<file path="config.mk">
export PLATFORM = sky130hd
export DESIGN_NAME = mem_preload_ctrl_flat
export DESIGN_NICKNAME = d
export VERILOG_FILES = /design/src/rtl/mem_preload_ctrl_pkg.sv /design/src/rtl/mem_preload_ctrl_if.sv /design/src/rtl/mem_preload_ctrl_packer.sv /design/src/rtl/mem_preload_ctrl.sv /design/src/flat_wrapper.sv
export SDC_FILE = /design/constraint.sdc
export NUM_CORES = 1
export LEC_CHECK = 0
export CAP_MARGIN = 40
export CORE_ASPECT_RATIO = 1.4
export CORE_MARGIN = 2
export CORE_UTILIZATION = 50
export DETAILED_ROUTE_END_ITERATION = 8
export HOLD_SLACK_MARGIN = 0.02
export PLACE_DENSITY = 0.86
export SLEW_MARGIN = 15
export SYNTH_ARGS = -nofsm -noshare
export SYNTH_HDL_FRONTEND = slang
export SYNTH_SLANG_ARGS = --single-unit
</file>
<file path="constraint.sdc">
create_clock -name clk -period 6.45 [get_ports clk]
set_input_delay 1.935 -clock clk [delete_from_list [all_inputs] [get_ports clk]]
set_output_delay 1.935 -clock clk [all_outputs]
set_load 0.005 [all_outputs]
</file>
<file path="src/rtl/mem_preload_ctrl_pkg.sv">
// Shared types and helpers for the boot-time memory preloader.
package mem_preload_ctrl_pkg;

  typedef enum logic [1:0] {
    StIdle,
    StRecv,
    StWrite,
    StRun
  } state_e;

  localparam int unsigned BytesPerWord = 4;

  function automatic logic [31:0] word_addr(input logic [31:0] base, input logic [31:0] index);
    return base + {index[29:0], 2'b00};
  endfunction

endpackage

</file>
<file path="src/rtl/mem_preload_ctrl_if.sv">
// Host byte stream plus CPU external-memory write bus; master is the loader side.
interface mem_preload_ctrl_if;

  logic        in_valid;
  logic [7:0]  in_byte;
  logic        in_ready;
  logic        Ext_MemWrite;
  logic [31:0] Ext_WriteData;
  logic [31:0] Ext_DataAdr;

  modport master (
    input  in_valid, in_byte,
    output in_ready, Ext_MemWrite, Ext_WriteData, Ext_DataAdr
  );

  modport slave (
    output in_valid, in_byte,
    input  in_ready, Ext_MemWrite, Ext_WriteData, Ext_DataAdr
  );

endinterface

</file>
<file path="src/rtl/mem_preload_ctrl_packer.sv">
// Packs little-endian bytes into 32-bit words; word_o already includes the byte being accepted.
module mem_preload_ctrl_packer
  import mem_preload_ctrl_pkg::*;
(
  input  logic        clk,
  input  logic        reset,
  input  logic        clear_i,
  input  logic        shift_en_i,
  input  logic [7:0]  byte_i,
  output logic [31:0] word_o,
  output logic        word_full_o
);

  logic [1:0]  byte_cnt_q, byte_cnt_d;
  logic [31:0] word_q, word_d;

  always_comb begin
    byte_cnt_d = byte_cnt_q;
    word_d     = word_q;
    if (clear_i) begin
      byte_cnt_d = '0;
      word_d     = '0;
    end else if (shift_en_i) begin
      word_d[{byte_cnt_q, 3'b000} +: 8] = byte_i;
      byte_cnt_d = byte_cnt_q + 2'd1;
    end
  end

  // Combinational so the FSM can register the finished word on the same edge as the last byte.
  assign word_full_o = shift_en_i && !clear_i && (byte_cnt_q == 2'(BytesPerWord - 1));
  assign word_o      = word_d;

  always_ff @(posedge clk or negedge reset) begin
    if (!reset) begin
      byte_cnt_q <= '0;
      word_q     <= '0;
    end else begin
      byte_cnt_q <= byte_cnt_d;
      word_q     <= word_d;
    end
  end

endmodule

</file>
<file path="src/rtl/mem_preload_ctrl.sv">
// Boot loader: streams host bytes into CPU data memory while holding the CPU in reset.
module mem_preload_ctrl
  import mem_preload_ctrl_pkg::*;
#(
  parameter logic [31:0] BASE_ADDR = 32'h0000_0000,
  parameter int unsigned MAX_WORDS = 64,
  parameter int unsigned CNT_W     = 16
) (
  input  logic                clk,
  input  logic                reset,
  input  logic                start,
  input  logic [CNT_W-1:0]    num_words,
  mem_preload_ctrl_if.master  bus,
  output logic                cpu_reset,
  output logic                busy,
  output logic                done,
  output logic                err
);

  state_e           state_q;
  logic [CNT_W-1:0] count_q;
  logic [CNT_W-1:0] index_q;
  logic [CNT_W-1:0] index_inc;
  logic             legal;
  logic             accept;
  logic             xfer;
  logic             word_full;
  logic [31:0]      word;

  assign legal     = (num_words != '0) && (32'(num_words) <= MAX_WORDS);
  assign accept    = start && legal && ((state_q == StIdle) || (state_q == StRun));
  assign xfer      = bus.in_valid && bus.in_ready;
  assign index_inc = index_q + CNT_W'(1);

  mem_preload_ctrl_packer u_packer (
    .clk         (clk),
    .reset       (reset),
    .clear_i     (accept),
    .shift_en_i  (xfer),
    .byte_i      (bus.in_byte),
    .word_o      (word),
    .word_full_o (word_full)
  );

  always_ff @(posedge clk or negedge reset) begin
    if (!reset) begin
      state_q           <= StIdle;
      count_q           <= '0;
      index_q           <= '0;
      cpu_reset         <= 1'b1;
      bus.Ext_MemWrite  <= 1'b0;
      bus.Ext_WriteData <= '0;
      bus.Ext_DataAdr   <= BASE_ADDR;
      bus.in_ready      <= 1'b0;
      busy              <= 1'b0;
      done              <= 1'b0;
      err               <= 1'b0;
    end else begin
      bus.Ext_MemWrite <= 1'b0;
      unique case (state_q)
        StIdle, StRun: begin
          // CPU is released one cycle after entering RUN; a legal start re-asserts reset.
          if (state_q == StRun) cpu_reset <= 1'b0;
          if (start) begin
            if (legal) begin
              state_q      <= StRecv;
              count_q      <= num_words;
              index_q      <= '0;
              cpu_reset    <= 1'b1;
              busy         <= 1'b1;
              done         <= 1'b0;
              err          <= 1'b0;
              bus.in_ready <= 1'b1;
            end else begin
              err <= 1'b1;
            end
          end
        end
        StRecv: begin
          if (word_full) begin
            state_q           <= StWrite;
            bus.in_ready      <= 1'b0;
            bus.Ext_MemWrite  <= 1'b1;
            bus.Ext_WriteData <= word;
            bus.Ext_DataAdr   <= word_addr(BASE_ADDR, 32'(index_q));
          end
        end
        StWrite: begin
          index_q <= index_inc;
          if (index_inc == count_q) begin
            state_q <= StRun;
            busy    <= 1'b0;
            done    <= 1'b1;
          end else begin
            state_q      <= StRecv;
            bus.in_ready <= 1'b1;
          end
        end
      endcase
    end
  end

endmodule

</file>
<file path="src/flat_wrapper.sv">
// flat-port wrapper written by rule: the top's interface ports become plain ports
module mem_preload_ctrl_flat import mem_preload_ctrl_pkg::*;
#(
  parameter logic [31:0] BASE_ADDR = 32'h0000_0000,
  parameter int unsigned MAX_WORDS = 64,
  parameter int unsigned CNT_W     = 16
)
  (clk, reset, start, num_words, cpu_reset, busy, done, err, bus_in_valid, bus_in_byte, bus_in_ready, bus_Ext_MemWrite, bus_Ext_WriteData, bus_Ext_DataAdr);
  mem_preload_ctrl_if bus_i ();
  input  logic clk;
  input  logic reset;
  input  logic start;
  input  logic [CNT_W-1:0] num_words;
  output logic cpu_reset;
  output logic busy;
  output logic done;
  output logic err;
  input wire logic [$bits(bus_i.in_valid)-1:0] bus_in_valid;
  input wire logic [$bits(bus_i.in_byte)-1:0] bus_in_byte;
  output wire logic [$bits(bus_i.in_ready)-1:0] bus_in_ready;
  output wire logic [$bits(bus_i.Ext_MemWrite)-1:0] bus_Ext_MemWrite;
  output wire logic [$bits(bus_i.Ext_WriteData)-1:0] bus_Ext_WriteData;
  output wire logic [$bits(bus_i.Ext_DataAdr)-1:0] bus_Ext_DataAdr;
  assign bus_i.in_valid = bus_in_valid;
  assign bus_i.in_byte = bus_in_byte;
  assign bus_in_ready = bus_i.in_ready;
  assign bus_Ext_MemWrite = bus_i.Ext_MemWrite;
  assign bus_Ext_WriteData = bus_i.Ext_WriteData;
  assign bus_Ext_DataAdr = bus_i.Ext_DataAdr;
  mem_preload_ctrl #(.BASE_ADDR(BASE_ADDR), .MAX_WORDS(MAX_WORDS), .CNT_W(CNT_W)) u_core (.clk(clk), .reset(reset), .start(start), .num_words(num_words), .bus(bus_i), .cpu_reset(cpu_reset), .busy(busy), .done(done), .err(err));
endmodule
</file>
-- After elaboration in Yosys (flattened, before gate mapping)
Index checks and enable logic that the tools add are counted.
- add/sub/neg operators: 3
- order comparisons: 1
- eq/ne operators: 10
- shift-type cells: 2
- multiplexer cells: 30
- reductions and logical operators: 20
- operators with widths (cell ; number):
    32-bit 2-to-1 mux ; 2
    32-bit bitwise mux ; 1
    16-bit 2-to-1 mux ; 2
    16-bit one-hot mux with 2 select lines ; 1
    8-bit by 7-bit variable shift with 32-bit output (first input constant) ; 1
    8-bit by 7-bit variable part select with 32-bit output ; 1
    16-bit by 1-bit adder with 16-bit output (second input constant) ; 1
    16-bit equality test ; 1
    16-bit by 7-bit <= comparator with 1-bit output (second input constant) ; 1
    16-bit nonzero test ; 1
    1-bit 2-to-1 mux ; 14
    2-bit 2-to-1 mux ; 6
    3-bit AND reduction ; 3
    4-bit AND reduction ; 2
    5-bit negator with 7-bit output ; 1
    2-bit equality test (second input constant) ; 3
    1-bit logical AND ; 6
    2-bit inequality test (second input constant) ; 3
    2-bit one-hot mux with 3 select lines ; 1
    2-bit by 1-bit inequality test with 1-bit output (second input constant) ; 2
    1-bit one-hot mux with 2 select lines ; 2
    2-bit AND reduction ; 2
    2-bit nonzero test ; 2
    1-bit one-hot mux with 3 select lines ; 1
    6 further kinds ; 6
- register bits after elaboration: 122
- input bits: 28
- output and inout bits: 70
- logic and storage cells: 79

-- Longest topological paths before layout
Gate-level depths: netlist of the first run.
- depth in word-level cells: 9
- mapped depth: 12
- gate-level depth less buffers: 8

-- Cells and area by module
From an unflattened synthesis of the first run, not the netlist that was laid out.
- cell total of the unflattened synthesis: 530
- area, all modules: 5846.9 um^2
- modules (own cells, without submodules) (module ; instances ; cells each ; area an instance (um^2)):
    mem_preload_ctrl ; 1 ; 381 ; 4291.6
    mem_preload_ctrl_packer ; 1 ; 149 ; 1555.2

-- Least setup slack after synthesis of the first run
No wires, ideal clock.
- path type: input -> register
- start: in num_words[1]
- end: reg u_core.bus.Ext_WriteData[16]
- data arrival time: 3833 ps
- path slack: 2486 ps
- stages on the path: 10
- buffers on the path: 3
- cells stage by stage: or4_1 o31a_1 nor4_4 or2_1 buf_4 inv_2 buf_6 buf_2 nor2_1 a21oi_1
- longest elaborated chain between the ends: 8
- elaborated cells on any way between the ends: 10
- classes of those cells: order compare: 1; mux: 1; reduce/logical: 8
- ends and longest elaborated chain (what ; RTL line ; text):
    start, declared ; flat_wrapper.sv:13 ; input logic [CNT_W-1:0] num_words;
    16-bit by 7-bit <= comparator with 1-bit output or 16-bit nonzero test (tied branches) ; mem_preload_ctrl.sv:30 ; assign legal = (num_words != '0) && (32'(num_words) <= MAX_WORDS);
    1-bit logical AND (*) ; mem_preload_ctrl.sv:30 ;
    1-bit logical AND (*) (2 in series) ; mem_preload_ctrl.sv:31 ; assign accept = start && legal && ((state_q == StIdle) || (state_q == StRun));
    1-bit logical NOT ; mem_preload_ctrl_packer.sv:30 ; assign word_full_o = shift_en_i && !clear_i && (byte_cnt_q == 2'(BytesPerWord - 1));
    1-bit logical AND (2 in series) ; mem_preload_ctrl_packer.sv:30 ;
    2-bit AND reduction (no line) ; - ;
    end signal, assigned ; mem_preload_ctrl.sv:84 ; bus.Ext_WriteData <= word;
    end, declared ; mem_preload_ctrl_if.sv:13 ; output in_ready, Ext_MemWrite, Ext_WriteData, Ext_DataAdr
Mark *: on every way between the ends. The rest lies on a longest branch, timed or not.
A chain may end at the register's enable or synchronous reset.

-- Worst setup path after layout of the first run
- start: in num_words[1]
- end: reg u_core.bus.Ext_WriteData[8]
The elaborated chain is that of the path after synthesis.

==> impl_metrics.csv, run 1 <==
group,metric,value,unit
die,die_w,94.5,um
global_routing,grt_pass1_wl,22.8,mm
global_routing,grt_max_degree,55,
sta,fin_skew,0.00735,ns
cells_and_area,layout-drive-gt1-share,9.34,%
outcome,status,"finished clean",
sta,maxSlewViolCount,0,
logic_synthesis,syn_area,0.00574,sq mm
placed_design,gp_congestion,0.826,
sta,fin_crit_sh,72.0,%
power,p_leak,3.33,nW
logic_synthesis,netlist-cell-type-count,62,
logic_synthesis,synthFlopType,"dfrtp_1",
sta,finalSetupTns,0,ns
worst_setup_path,crit_type,"in2reg",
cts,clockRootBuffer,"clkbuf_16",
logic_synthesis,ys_async_sr_fraction,100,%
power,power_density,419,mW/mm^2
cts,htreeDepth,4,
placed_design,portBuffers,81,
sta,setup_viol,0,
cts,cts_buffer_depth,2,
min_path,hold_path.class,"reg2reg",
logic_synthesis,ys_warn_count,0,
route,via_per_inst,5.73,
sta,worst_pin_slew,0.656,ns
sta,slew_headroom,56.2,%
cells_and_area,n_antenna_cell,0,
job,maxCapViolCount,0,
global_routing,overflow,0,
cells_and_area,nNetsFinal,689,
logic_synthesis,syn_avg_cell_area,9.98,sq um
worst_setup_path,cp.arrival,4.93,ns
logic_synthesis,synthCells,575,
route,drtPass1Iterations,5,
sta,finalHoldViolCount,0,
cts,clk_latency,0.42,ns
worst_setup_path,cp-end-kind,"flip-flop",
route,via_count,4628,
cts,cts_sinks,122,
sta,clock.fmax,215,MHz
cts,path_clk_slew,0.06,ns
cts,cts_resized,0,
sta,final.min_clock_period,4.64,ns
sta,rsz0062_at_grt,"no",
route,wl_per_cell,17.4,um
die,row_count,46,
cts,post_cts_buffers,0,
global_routing,gr-usage-all-layers,24.4,%
logic_synthesis,yosys_register_bits,122,
logic_synthesis,yosysSeqAreaShare,53.2,%
power,peakVddDrop,0.000325,V
route,drtIter0Drc,330,
die,initial_core_util,50.9,%
die,die_h,131,um
die,core_region_area,0.0113,sq mm
placed_design,detailed_place_hpwl,9.33,mm
worst_setup_path,cp.required,6.74,ns
die,pin_count,98,
cts,cts_hold_repair.buffers,0,
route,detail-route-antenna-nets,0,
cells_and_area,fillerInstances,890,
cells_and_area,regArea,0.00305,sq mm
sta,holdWs,0.459,ns
cells_and_area,final_common_cell,"dfrtp_1",
global_routing,grt_antenna_before_repair,0,
cts,cts_tree,"yes",
route,drc,0,
worst_setup_path,crit_fanout,48,
route,wl,14.1,mm
die,die_area,0.0124,sq mm
cells_and_area,multi_input_area,0.00239,sq mm
global_routing,grt_pass1_vias,4691,
cells_and_area,mostFrequentLayoutCells,"dfrtp_1, nand2_1, clkdlybuf4s50_1",
worst_setup_path,critPathLaunchType,"primary input",
cells_and_area,syn_to_final_growth,25.6,%
logic_synthesis,synth-edff-count,0,
cts,cts-buffers-inserted,17,
[through the flow]
step | instance area (sq um) | util [%] | instances | total power [W] | setup WS [ns]
floorplan | 5790 | - | 590 | 0.00160 | 2.49
global placement | 6550 | 58.1 | 774 | 0.00194 | 1.57
detailed placement | 6580 | 58.3 | 776 | 0.00200 | 1.39
CTS | 7210 | 63.9 | 808 | 0.00302 | 1.81
global route | 7210 | 63.9 | 808 | 0.00317 | 1.55
finish | 7210 | 63.9 | 808 | 0.00302 | 1.81
[logic make-up after synthesis]
logic type                 Yosys count  share of synthesized area, %
and+or+nand+nor                    234                          19.8
DFF                                122                          53.2
AOI/OAI and AO/OA                  120                          13.3
buffers and inverters               60                          6.06
xor gates and xnor gates            19                          3.27
adders and majority gates           10                          2.18
muxes                                9                          2.12
other                                1                        0.0654
[cells in the mapped netlist (5+ instances only)]
cell type	count	area (sq um)
nand2_1	83	312
nand2b_1	6	37.5
o21ai_0	24	120
nand3_1	14	70.1
mux2_4	6	90.1
nor4_1	8	50.1
xor2_1	5	43.8
inv_1	10	37.5
clkbuf_1	13	48.8
buf_4	19	143
nor2b_1	10	62.6
a21oi_1	37	185
ha_1	10	125
a22oi_1	32	240
buf_2	11	55.1
nor2_1	79	297
buf_6	5	56.3
dfrtp_1	121	3030
xnor2_1	12	105
nor4b_1	5	43.8
[area by class of cell]
type / instances / share of cell area [%]
Multi-Input combinational cell: 408 / 33.2
Sequential cell: 122 / 42.4
Tap cell: 144 / 2.50
Clock inverter: 14 / 2.74
Inverter: 11 / 0.573
Clock buffer: 18 / 5.95
Timing Repair Buffer: 91 / 12.7
[report_power, final]
group          switching [W]  total [W]  internal (W)  leakage [nW]
sequential          0.000151    0.00114      0.000986          1.60
clock               0.000353    0.00100      0.000648         0.300
combinational       0.000443   0.000880      0.000437          1.42
total               0.000948    0.00302       0.00207          3.33
[path summary, 6_finish.rpt]
kind | slack, ns | endpoint | depth (start not counted) | start
setup / recovery | 1.81 | u_core.bus.Ext_WriteData[8] | 9 | num_words[1]
setup reg to reg | 3.11 | u_core.state_q[1] | 8 | u_core.index_q[0]
hold / removal | 0.46 | u_core.cpu_reset | 2 | u_core.cpu_reset
max in group asynchronous | 3.76 | u_core.index_q[14] | 3 | reset
hold reg to reg | 0.46 | u_core.cpu_reset | 2 | u_core.cpu_reset
min in group asynchronous | 1.47 | u_core.index_q[1] | 1 | reset
[per-layer routing]
metal / part of all wire [%] / vias to the layer above / GRT usage [%]
met1: 37 / 2238 / 27.4
li1: - / 2106 / -
met4: 4.1 / 0 / 13.8
met5: 0 / - / 0
met3: 7.1 / 51 / 5.91
met2: 51 / 233 / 42.2
[registers in the layout, indices dropped and copies added, names as in the netlist]
register,cells
u_core.index_q,16
u_core.done,1
u_core.bus.Ext_WriteData,32
u_core.bus.in_ready,1
u_core.bus.Ext_MemWrite,1
u_core.u_packer.word_q,32
u_core.state_q,2
u_core.cpu_reset,1
u_core.u_packer.byte_cnt_q,2
u_core.busy,1
u_core.bus.Ext_DataAdr,16
u_core.count_q,16
u_core.err,1
[worst max-delay path: stages]
cell	delay, ns
clkdlybuf4s50_1	0.43
or4_1	0.57
o31a_1	0.30
nor4_4	0.18
or2_1	0.57
inv_2	0.44
buf_12	0.29
nor2_1	0.13
a21oi_1	0.06
(Power assumes the default switching activity.)
==> run 2, diff against run 1 <==
--- a/config.mk
+++ b/config.mk
@@ -8,7 +8,7 @@
 export CAP_MARGIN = 40
 export CORE_ASPECT_RATIO = 1.4
 export CORE_MARGIN = 2
-export CORE_UTILIZATION = 50
+export CORE_UTILIZATION = 48
 export DETAILED_ROUTE_END_ITERATION = 8
 export HOLD_SLACK_MARGIN = 0.02
 export PLACE_DENSITY = 0.86
==> constraint.sdc (replaced) <==
create_clock -name clk -period 3.9 [get_ports clk]
set_input_delay 1.17 -clock clk [delete_from_list [all_inputs] [get_ports clk]]
set_output_delay 1.17 -clock clk [all_outputs]
set_load 0.005 [all_outputs]
==> impl_metrics.csv, run 2 (same netlist as run 1, synthesis figures left out) <==
group,metric,value,unit
worst_setup_path,r2r-start,"u_core.index_q[0]",
global_routing,gr-usage-all-layers,23.3,%
global_routing,overflow,0,
die,core_region_area,0.0118,sq mm
cts,cts-buffers-inserted,17,
sta,maxSlewViolCount,0,
worst_setup_path,reg2reg_slack,0.57,ns
die,pin_count,98,
sta,worst_pin_slew,0.585,ns
sta,fin_skew,0.00968,ns
worst_setup_path,path_delay_family,"simple AND/OR/NAND/NOR gates",
die,die_w,96.4,um
cts,clk_latency,0.42,ns
sta,slew_headroom,60.6,%
cts,cts_tree,"yes",
cells_and_area,multi_input_area,0.00239,sq mm
global_routing,grt_pass1_wl,23.2,mm
cts,cts_resized,0,
worst_setup_path,worst_path_largest_cell_delay,0.56,ns
worst_setup_path,crit_path_start,"num_words[0]",
global_routing,grt_pass1_vias,4764,
sta,fin_crit_sh,87.1,%
cells_and_area,mostFrequentLayoutCells,"dfrtp_1, nand2_1, clkdlybuf4s50_1",
route,drc,0,
route,via_count,4751,
route,drt-met1-wl,5.33,mm
cts,clockRootBuffer,"clkbuf_16",
placed_design,detailed_place_hpwl,9.48,mm
cells_and_area,final_common_cell,"dfrtp_1",
sta,final.min_clock_period,3.40,ns
sta,setup_viol,0,
sta,finalHoldViolCount,0,
cells_and_area,layout-drive-gt1-share,10.0,%
route,via_per_inst,5.82,
worst_setup_path,path_cells,"clkdlybuf4s50_1 > or4_1 > o31a_1 > nor4_4 > buf_4 > nor2_1 > mux2_4",
cts,cts_hold_repair.buffers,0,
worst_setup_path,crit_type,"in2reg",
cts,cts_buffer_depth,2,
power,p_leak,3.34,nW
power,peakVddDrop,0.000537,V
sta,clock.fmax,294,MHz
worst_setup_path,cp-end-kind,"flip-flop",
global_routing,grt_max_degree,64,
cells_and_area,regArea,0.00305,sq mm
cts,path_clk_slew,0.05,ns
worst_setup_path,cp.arrival,3.69,ns
power,power_density,675,mW/mm^2
die,row_count,47,
worst_setup_path,critPathLaunchType,"primary input",
route,drtIter0Drc,364,
cells_and_area,syn_to_final_growth,26.2,%
route,wl_per_cell,17.4,um
route,wl_met2,7.40,mm
route,detail-route-antenna-nets,0,
cts,post_cts_buffers,0,
min_path,min_from,"u_core.cpu_reset",
worst_setup_path,cp.required,4.20,ns
cells_and_area,fin_util,61.6,%
die,initial_core_util,48.8,%
global_routing,grt_antenna_before_repair,0,
cells_and_area,fillerInstances,925,
placed_design,pre_cts_ws,0.100,ns
cells_and_area,nNetsFinal,695,
min_path,hold_path.class,"reg2reg",
job,maxCapViolCount,0,
cells_and_area,final_cells,817,
cts,htreeDepth,4,
worst_setup_path,crit_buf_inv,2,
placed_design,gp_congestion,0.837,
sta,rsz0062_at_grt,"no",
sta,finalSetupTns,0,ns
sta,setup_ws,0.504,ns
die,die_area,0.0129,sq mm
placed_design,portBuffers,81,
cells_and_area,n_antenna_cell,0,
placed_design,dp.cells,784,
die,die_h,133,um
cells_and_area,reg_top3,"u_core.bus.Ext_WriteData x32, u_core.u_packer.word_q x32",
route,drtPass1Iterations,6,
worst_setup_path,crit_fanout,48,
route,wl_met3,967,um
cts,cts_sinks,122,
route,wl,14.2,mm
route,routed.top_layer,"met4",
worst_setup_path,slowest_stage,"or4_1",
sta,holdWs,0.464,ns
outcome,status,"finished clean",
[run 2: cell types whose count changed in the layout (fill, tap and decap cells not counted), sizes merged]
cell,change
clkinv,-3
buf,+6
clkinvlp,+2
clkbuf,+4
inv,-1
bufinv,-2
[run 2: worst paths after layout]
check / endpoint / cells after the start
max in group asynchronous: u_core.bus.Ext_WriteData[12] / 4
worst max-delay path: u_core.bus.Ext_WriteData[15] / 7
min in group asynchronous: u_core.count_q[2] / 1
worst min-delay path: u_core.cpu_reset / 2
worst min register to register: u_core.cpu_reset / 2
worst max register to register: u_core.state_q[1] / 8
[run 2: per-stage QoR]
stage	total power (W)	cell area [sq um]
2_1_floorplan	0.00265	5790
6_report	0.00488	7240
3_5_place_dp	0.00333	6620
3_3_place_gp	0.00322	6610
5_1_grt	0.00514	7240
4_1_cts	0.00490	7210
[run 2: metal layers]
layer  GRT usage [%]  up-vias
li1                -     2123
met1            27.5     2331
met2            38.7      247
met3            5.37       50
met4            12.7        0
met5               0        -
[run 2: cell type report]
class / instances / share of cell area, %
Tap cell: 147 / 2.54
Clock buffer: 22 / 6.55
Sequential cell: 122 / 42.2
Multi-Input combinational cell: 408 / 33.0
Clock inverter: 10 / 1.62
Inverter: 11 / 0.570
Timing Repair Buffer: 97 / 13.5
[run 2: worst reg2reg max path, stage by stage, from the launching register on]
cell and delay (ns):
dfrtp_1 0.54, ha_1 0.39, nand3_1 0.30, nor4_2 0.54
a21oi_1 0.09, a2111oi_1 0.52, nand4_1 0.26, or3b_1 0.44
a21oi_1 0.18
[run 2: where the power goes]
part	switching [W]	internal, W
combinational	0.000726	0.000733
sequential	0.000247	0.00163
clock	0.000559	0.000989
total	0.00153	0.00335
==> run 3, diff against run 2 <==
--- a/config.mk
+++ b/config.mk
@@ -5,6 +5,7 @@
 export SDC_FILE = /design/constraint.sdc
 export NUM_CORES = 1
 export LEC_CHECK = 0
+export ABC_CLOCK_PERIOD_IN_PS = 3900
 export CAP_MARGIN = 40
 export CORE_ASPECT_RATIO = 1.4
 export CORE_MARGIN = 2
==> results of run 3 <==
No change in the layout: final DEF, timing and power equal those of run 2.
